`config.mk`:
```
export PLATFORM = sky130hd
export DESIGN_NAME = handshake_arbiter
export DESIGN_NICKNAME = d
export VERILOG_FILES = /design/src/rtl/handshake_arbiter.sv
export SDC_FILE = /design/constraint.sdc
export NUM_CORES = 1
export LEC_CHECK = 0
export ABC_AREA = 1
export CAP_MARGIN = 10
export CORE_ASPECT_RATIO = 0.5
export CORE_MARGIN = 2
export CORE_UTILIZATION = 33
export DETAILED_ROUTE_END_ITERATION = 12
export PLACE_DENSITY = 0.59
export SKIP_LAST_GASP = 1
export SYNTH_ARGS = -nofsm -noshare
export SYNTH_HDL_FRONTEND = slang
export SYNTH_SLANG_ARGS = --single-unit
```
`constraint.sdc`:
```
create_clock -name clkA -period 2.4 [get_ports clkA]
set_clock_uncertainty 0.05 [all_clocks]
set_input_delay 0.36 -clock clkA [delete_from_list [all_inputs] [get_ports clkA]]
set_output_delay 0.36 -clock clkA [all_outputs]
set_load 0.05 [all_outputs]
```
`src/rtl/handshake_arbiter.sv`:
```
// Round-robin arbiter that lets N_REQ requesters share one pulse-handshake CDC channel.
// One transfer at a time: send pulse, wait for the returned ack to rise and fall, then strobe done.
module handshake_arbiter #(
  parameter int N_REQ   = 4,
  parameter int TIMEOUT = 64
) (
  input  logic                     clkA,
  input  logic                     rstA_n,
  input  logic [N_REQ-1:0]         req,
  input  logic                     ack_i,
  output logic                     pulse_o,
  output logic [N_REQ-1:0]         grant,
  output logic [N_REQ-1:0]         done,
  output logic [$clog2(N_REQ)-1:0] owner,
  output logic                     busy,
  output logic                     timeout_err
);
  localparam int OW = $clog2(N_REQ);
  localparam int CW = $clog2(TIMEOUT);

  typedef enum logic [1:0] {IDLE, SEND, WAIT_HI, WAIT_LO} state_t;

  state_t           state;
  state_t           stateNext;
  logic [OW-1:0]    winner;
  logic [CW-1:0]    timeCnt;
  logic [N_REQ-1:0] ownerHot;
  logic [N_REQ-1:0] doneNext;
  logic             timeoutNext;
  logic             timeoutHit;
  logic             waiting;

  // Round-robin search starting just past the last-served requester.
  always_comb begin : arbitrate
    int   idx;
    logic found;
    winner = owner;
    found  = 1'b0;
    idx    = 0;
    for (int i = 1; i <= N_REQ; i++) begin
      idx = (int'(owner) + i) % N_REQ;
      if (!found && req[OW'(idx)]) begin
        winner = OW'(idx);
        found  = 1'b1;
      end
    end
  end

  assign ownerHot = N_REQ'(1) << owner;
  assign waiting  = (state == WAIT_HI) || (state == WAIT_LO);
  // Registered strobe lands in the cycle the count reaches TIMEOUT-1; >= guards
  // the case where ack rose in WAIT_HI on the same edge as the threshold.
  assign timeoutHit = timeCnt >= CW'(TIMEOUT - 2);

  always_comb begin
    stateNext   = state;
    doneNext    = '0;
    timeoutNext = 1'b0;
    case (state)
      IDLE: begin
        if ((|req) && !ack_i) stateNext = SEND;
      end
      SEND: stateNext = WAIT_HI;
      WAIT_HI: begin
        if (ack_i) begin
          stateNext = WAIT_LO;
        end else if (timeoutHit) begin
          stateNext   = IDLE;
          timeoutNext = 1'b1;
        end
      end
      WAIT_LO: begin
        // Completion takes priority over a coincident timeout.
        if (!ack_i) begin
          stateNext = IDLE;
          doneNext  = ownerHot;
        end else if (timeoutHit) begin
          stateNext   = IDLE;
          timeoutNext = 1'b1;
        end
      end
      default: stateNext = IDLE;
    endcase
  end

  always_ff @(posedge clkA) begin
    if (!rstA_n) begin
      state       <= IDLE;
      owner       <= OW'(N_REQ - 1);
      timeCnt     <= '0;
      done        <= '0;
      timeout_err <= 1'b0;
    end else begin
      state       <= stateNext;
      done        <= doneNext;
      timeout_err <= timeoutNext;
      if (state == IDLE && stateNext == SEND) owner <= winner;
      if (stateNext == SEND) begin
        timeCnt <= '0;
      end else if (waiting) begin
        timeCnt <= timeCnt + CW'(1);
      end
    end
  end

  assign pulse_o = (state == SEND);
  assign grant   = pulse_o ? ownerHot : '0;
  assign busy    = (state != IDLE);

endmodule

```
Word level (Yosys, flattened, before mapping)
Index checks and enable logic that the tools add are counted.
- multiplexer cells: 29
- reductions and logical operators: 17
- magnitude comparators: 5
- add/subtract/negate cells: 5
- bitwise logic cells: 2
- shift-type cells: 1
- equality and inequality tests: 4
- operator list (cell ; number):
    2-bit by 4-bit less-than comparator with 1-bit output (second input constant) ; 4
    2-bit 2-to-1 mux ; 8
    1-bit 2-to-1 mux ; 14
    1-bit binary-select mux with 2-bit select ; 4
    2-bit one-hot mux with 4 select lines ; 1
    6-bit by 1-bit adder with 6-bit output (second input constant) ; 1
    6-bit greater-or-equal comparator (second input constant) ; 1
    1-bit logical AND ; 5
    2-bit by 1-bit adder with 2-bit output (second input constant) ; 2
    2-bit adder (second input constant) ; 2
    2-bit by 1-bit == test with 1-bit output (second input constant) ; 2
    2-bit == test (second input constant) ; 2
    1-bit zero test ; 4
    4-bit 2-to-1 mux ; 1
    4-bit nonzero test ; 1
    4-bit OR reduction ; 1
    1-bit by 2-bit left shift with 4-bit output (first input constant) ; 1
    3-bit OR reduction ; 1
    2-bit zero test ; 1
    1-bit NOT ; 2
    1-bit one-hot mux with 2 select lines ; 1
    2-bit AND reduction ; 1
    2-bit nonzero test ; 1
    2-bit OR reduction ; 1
    1-bit logical OR ; 1
- input port bits: 7
- bits in registers: 15

Logic depth before layout (Yosys ltp)
Gate-level depths: netlist (run 1).
- depth after elaboration: 15
- gate-level depth with buffers: 10
- depth with buffers taken out: 10

Worst setup path before layout (run 1)
OpenSTA, ideal clock, no wires.
- path kind: register to output
- start point: reg state[1]
- end point: out grant[0]
- cell stages (with the launch flop): 5
- buffers on the path: 1
- arrival time: 2.043 ns
- path slack: -0.053 ns
- cells stage by stage: dfxtp_1 > buf_2 > nor2_1 > inv_1 > nor2_1
- cells in the longest elaborated chain, start to end: 2
- RTL lines (element ; RTL line ; RTL):
    start: declaration ; 23 ; state_t state;
    start signal: assignment ; 94 ; state <= stateNext;
    2-bit by 1-bit == test with 1-bit output ; 106 ; assign pulse_o = (state == SEND);
    net pulse_o ; 11 ; output logic pulse_o,
    4-bit 2-to-1 mux ; 107 ; assign grant = pulse_o ? ownerHot : '0;
    end: declaration ; 12 ; output logic [N_REQ-1:0] grant,
The timed path passes the listed nets, and every way through them passes these cells.

Worst setup path after layout (run 1)
- start point: reg state[0]
- end point: out grant[3]
- cells in the longest elaborated chain, start to end: 2
- RTL lines (element ; RTL line):
    2-bit by 1-bit == test with 1-bit output ; 106
    4-bit 2-to-1 mux ; 107
Every way passes these cells.

==> impl_metrics.toml, run 1 <==
[outcome]
status = "complete, no violations"

[finish]
final_nets = 171
final_cell_mix = "nand2_1, inv_1, nor2_1"
diodes = 0
final_common_cell = "nand2_1"
fin_util_pct = 45.8
nFillCells = 274
fin_area_um2 = 1210
drive_gt1_share_pct = 14.0
area_growth_syn_to_layout_pct = 30.6
multi_input_area_um2 = 544
regArea_um2 = 300

[worst_setup_path]
max_stage_delay_ps = 800
crit_chain = "inv_1 > nor2_1 > inv_1 > nor2_1 > clkdlybuf4s50_1"
cp_max_fo = 6
path_buf_inv = 3
endpoint_kind = "output port"
crit_start = "state[0]"
reg2reg_from = "owner[0]"
crit_family = "buffers and inverters"
cp_data_required_time_ps = 1990
arrival_ps = 1830
cp_slowest_cell = "clkdlybuf4s50_1"
path_class = "flip-flop to output port"
worstSetupStartpointType = "flip-flop"

[timing]
worst_pin_slew_ps = 518
period_share_pct = 93.3
maxSlewHeadroom_pct = 65.4
fin_crit_ps = 2240
hold_viol = 0
whs_ps = 473
rsz0062_at_grt = "no"
finalWorstSetupSlack_ps = 161
max_freq_ghz = 0.447
setup_viol = 0
tns_ps = 0
drv_slew = 0

[worst_hold_path]
hp-class = "flip-flop to flip-flop"
hold_start = "timeCnt[5]"

[power_and_ir_drop]
power_density_nw_per_um2 = 730
worst_ir_drop_vdd_mv = 0.331
cellLeakagePower_nw = 0.573

[routing]
wirelength_um = 1870
drc_errors = 0
vias_per_cell = 4.45
drt_iter0_markers = 39
antenna_left = 0
first_pass_iters = 4
routedWlPerCell_um = 9.66
dr_total_vias = 863

[logic_synthesis]
netlist-cell-type-count = 21
syn_area_um2 = 925
ys_ff_latch = 15
ys_warn_count = 0
synthCells = 134
synth_nets = 147
syn_avg_cell_area_um2 = 6.90
ys_seq_area_share_pct = 32.5

[grt]
gr-total-overflow = 0
groute.usage.overall_pct = 12.5
antenna_found_initial = 0
grt_pass1_vias = 758
grt_max_degree = 11
grt_pass1_wl_um = 3240

[clock_tree]
clkSinkCount = 15
clockBufferDepth = 2
htreeDepth = 1
clk_latency_ps = 250
post_cts_buffers = 0
cts_tree = "done"
clk_pin_slew_ps = 60
numCtsBuffers = 3
cts-root-buf = "clkbuf_8"

[floorplan]
die_y_um = 41.4
die_area_um2 = 3270
core_area_um2 = 2640
die_x_um = 78.9
io_pins = 20
row_count = 13
start_util_pct = 35.1

[placement]
port_buffers = 19
place_hpwl_um = 1520
gp_congestion = 0.797
place_area_um2 = 1160
pre_cts_ws_ps = 367

[job]
drv_cap = 0
==> logic make-up (layout without fill, tap and decap cells) <==
group | Yosys count | count (layout) | share of synthesized area [%]
adder cells (fa/ha/maj) | 6 | 6 | 8.12
AO/OA/AOI/OAI | 6 | 6 | 3.25
flip-flops | 15 | 15 | 32.5
XOR/XNOR | 3 | 3 | 2.84
AND/OR/NAND/NOR | 83 | 83 | 44.7
buffers and inverters | 21 | 44 | 8.66
==> per-layer routing <==
layer	global-route usage (%)	routed length, um	up-vias
met4	5.17	20	0
met1	16.3	945	375
met5	0	0	-
met3	3.91	68	2
met2	19.1	840	17
li1	-	-	469
==> cells in the mapped netlist (all sizes together) <==
library cell   n  area (um2)
o21ai          1        5.00
buf            1        5.00
nor3           4        20.0
or2            1        6.26
nand4          5        31.3
nand2         39         171
xor2           2        17.5
xnor2          1        8.76
nor2          18        70.1
dfxtp         15         300
inv           20        75.1
and3           1        6.26
nand3         15         108
ha             6        75.1
a21oi          5        25.0
==> metrics by stage <==
stage	total power, mW	std cells
floorplan	0.588	134
global placement	0.681	190
detailed placement	0.685	190
CTS	0.894	194
global route	0.948	194
finish	0.881	194
==> layout make-up <==
cell class / count / area share (%)
Clock buffer: 3 / 3.42
Clock inverter: 1 / 0.415
Inverter: 20 / 6.22
Multi-Input combinational cell: 98 / 45.1
Sequential cell: 15 / 24.9
Tap cell: 37 / 3.83
Timing Repair Buffer: 20 / 16.2
==> registers in the layout, indices dropped and copies added (netlist names) <==
register     flops
done             4
owner            2
state            2
timeCnt          6
timeout_err      1
==> report_power, final <==
part           switching, mW  internal [mW]
registers             0.0192          0.262
clock network         0.0910          0.115
logic                  0.260          0.134
==> worst register-to-register path: stages (launching register included) <==
cell and delay (ps):
dfxtp_1 390, buf_4 180, inv_2 90, ha_1 400, inv_1 130, nand3_2 100, nand2_4 100, nand2_2 70
nand2_1 70, nand3_2 60, nand3_2 60, nand2_1 40
==> timing repair <==
action	4_1_cts	5_1_grt
gates resized for setup	0	1
endpoints found under the setup margin	0	1
hold buffers	0	0
==> final timing paths <==
check / to / slack, ps / cells past startpoint
setup / recovery: grant[3] / 160 / 5
hold / removal: timeCnt[5] / 470 / 2
setup reg to reg: owner[1] / 550 / 11
hold reg to reg: timeCnt[5] / 470 / 2
Note: power is estimated with default switching activity, not from simulation.
==> run 2: changes to the inputs <==
--- a/config.mk
+++ b/config.mk
@@ -8,7 +8,7 @@
 export ABC_AREA = 1
 export CAP_MARGIN = 10
 export CORE_ASPECT_RATIO = 0.5
-export CORE_MARGIN = 2
+export CORE_MARGIN = 3
 export CORE_UTILIZATION = 33
 export DETAILED_ROUTE_END_ITERATION = 12
 export PLACE_DENSITY = 0.59
==> run 2 against run 1 <==
- first-iteration DRC count stayed put
- design area is 0.41% lower
- via count is 1.4% higher
- largest power group unchanged
- highest routed layer unchanged
==> impl_metrics.toml, run 2 (synthesis gave the netlist of run 1 again) <==
[clock_tree]
htreeDepth = 1
clockBufferDepth = 2
clk_pin_slew_ps = 60
cts_tree = "done"
cts_hold_buf = 0
clkSinkCount = 15
cts-root-buf = "clkbuf_8"
numCtsBuffers = 3
clk_latency_ps = 250
cts_resized = 0
post_cts_buffers = 0

[worst_setup_path]
crit_end = "grant[3]"
crit_chain = "inv_1 > nor2_1 > inv_1 > nor2_1 > clkdlybuf4s50_1"
rr_worst_depth = 11
cp_data_required_time_ps = 1990
path_class = "flip-flop to output port"
max_stage_delay_ps = 810
path_buf_inv = 3
r2r-end = "owner[1]"
r2r_setup_slack_ps = 510
crit_family = "buffers and inverters"
cp_slowest_cell = "clkdlybuf4s50_1"
endpoint_kind = "output port"
worstSetupStartpointType = "flip-flop"
reg2reg_from = "owner[0]"
cp_max_fo = 6
arrival_ps = 1880
crit_cells = 5
crit_start = "state[0]"

[power_and_ir_drop]
p_clk_share_pct = 23.2
switchingPower_mw = 0.372
worst_ir_drop_vdd_mv = 0.255
p_total_mw = 0.884
swShare_pct = 42.1
combinationalPowerShare_pct = 44.8
seq_power_share_pct = 31.9
power_density_nw_per_um2 = 735
intPower_mw = 0.511
cellLeakagePower_nw = 0.555

[finish]
drive_gt1_share_pct = 14.0
area_growth_syn_to_layout_pct = 30.0
final_nets = 171
fin_util_pct = 49.4
final_common_cell = "nand2_1"
largest_register_ffs = 6
top_register = "timeCnt"
diodes = 0
stdcell_count = 192
fin_area_um2 = 1200
reg.largest.list = "timeCnt: 6 flops, done: 4 flops"
final_cell_mix = "nand2_1, inv_1, nor2_1, clkdlybuf4s50_1, dfxtp_1"

[timing]
maxSlewHeadroom_pct = 65.1
fin_crit_ps = 2290
worst_pin_slew_ps = 522
setup_viol = 0
whs_ps = 480
drv_slew = 0
hold_viol = 0
period_share_pct = 95.3
rsz0062_at_grt = "no"
max_freq_ghz = 0.437

[worst_hold_path]
hp-class = "flip-flop to flip-flop"

[routing]
antenna_left = 0
dr_total_vias = 875
vias_per_cell = 4.56
routedWlPerCell_um = 10.4
drt_iter0_markers = 39
wirelength_um = 1990
drc_errors = 0
first_pass_iters = 5

[floorplan]
die_x_um = 80.9
die_y_um = 43.4
start_util_pct = 38.0
core_area_um2 = 2430
die_area_um2 = 3510
io_pins = 20
row_count = 12

[grt]
grt_pass1_vias = 737
antenna_found_initial = 0
grt_pass1_wl_um = 3300
grt_max_degree = 11
gr-total-overflow = 0
groute.usage.overall_pct = 12.3

[placement]
gp_congestion = 0.841
place_area_um2 = 1160
port_buffers = 19
dp.cells = 188
place_hpwl_um = 1600

[job]
drv_cap = 0

[outcome]
status = "complete, no violations"
-- run 2: changes by cell type in the layout (fill, tap and decap cells not counted) --
| cell | change |
|---|---|
| clkdlybuf4s50_1 | +1 |
| dlymetal6s2s_1 | -1 |
-- run 2: how the worst min path moves through the flow --
stage,from,depth (start not counted),endpoint
detailed placement,timeCnt[5],2,timeCnt[5]
finish,timeCnt[5],2,timeCnt[5]
floorplan,rstA_n,1,owner[0]
CTS,timeCnt[5],2,timeCnt[5]
global placement,timeCnt[5],2,timeCnt[5]
global route,timeCnt[5],2,timeout_err
-- run 2: metrics by stage --
step                TNS (ps)  worst slack [ps]
CTS                        0              96.5
detailed placement         0               382
finish                     0               112
global route               0              7.50
global placement           0               378
floorplan               -210             -52.6
-- run 2: metal layers --
layer / share of wire, % / wire length, um / up-vias / track usage, %
li1: - / - / 470 / -
met3: 4.7 / 93 / 6 / 3.73
met1: 49 / 983 / 377 / 15.9
met2: 44 / 867 / 22 / 19.1
met4: 2.3 / 46 / 0 / 5.05
met5: 0 / 0 / - / 0
-- run 2: worst register-to-register path: cells and delay by family (launching register included) --
family,cells,cell delay (ps)
flip-flops,1,410
buffers and inverters,3,420
AND/OR/NAND/NOR,7,510
adder cells (fa/ha/maj),1,410
-- run 2: power groups by stage --
stage / Sequential (mW) / Combinational, mW / Clock (mW)
global route: 0.286 / 0.442 / 0.225
finish: 0.282 / 0.396 / 0.205
CTS: 0.283 / 0.399 / 0.214
global placement: 0.287 / 0.396 / 0
detailed placement: 0.288 / 0.398 / 0
floorplan: 0.315 / 0.273 / 0
-- run 2: layout make-up --
class,instances,area (um2)
fillers,259,1230
flip-flops and latches,15,300
multi-input cells,98,544
inverters,20,75.1
clock buffers,3,41.3
repair buffers,20,193
clock inverters,1,5.00
well taps,35,43.8
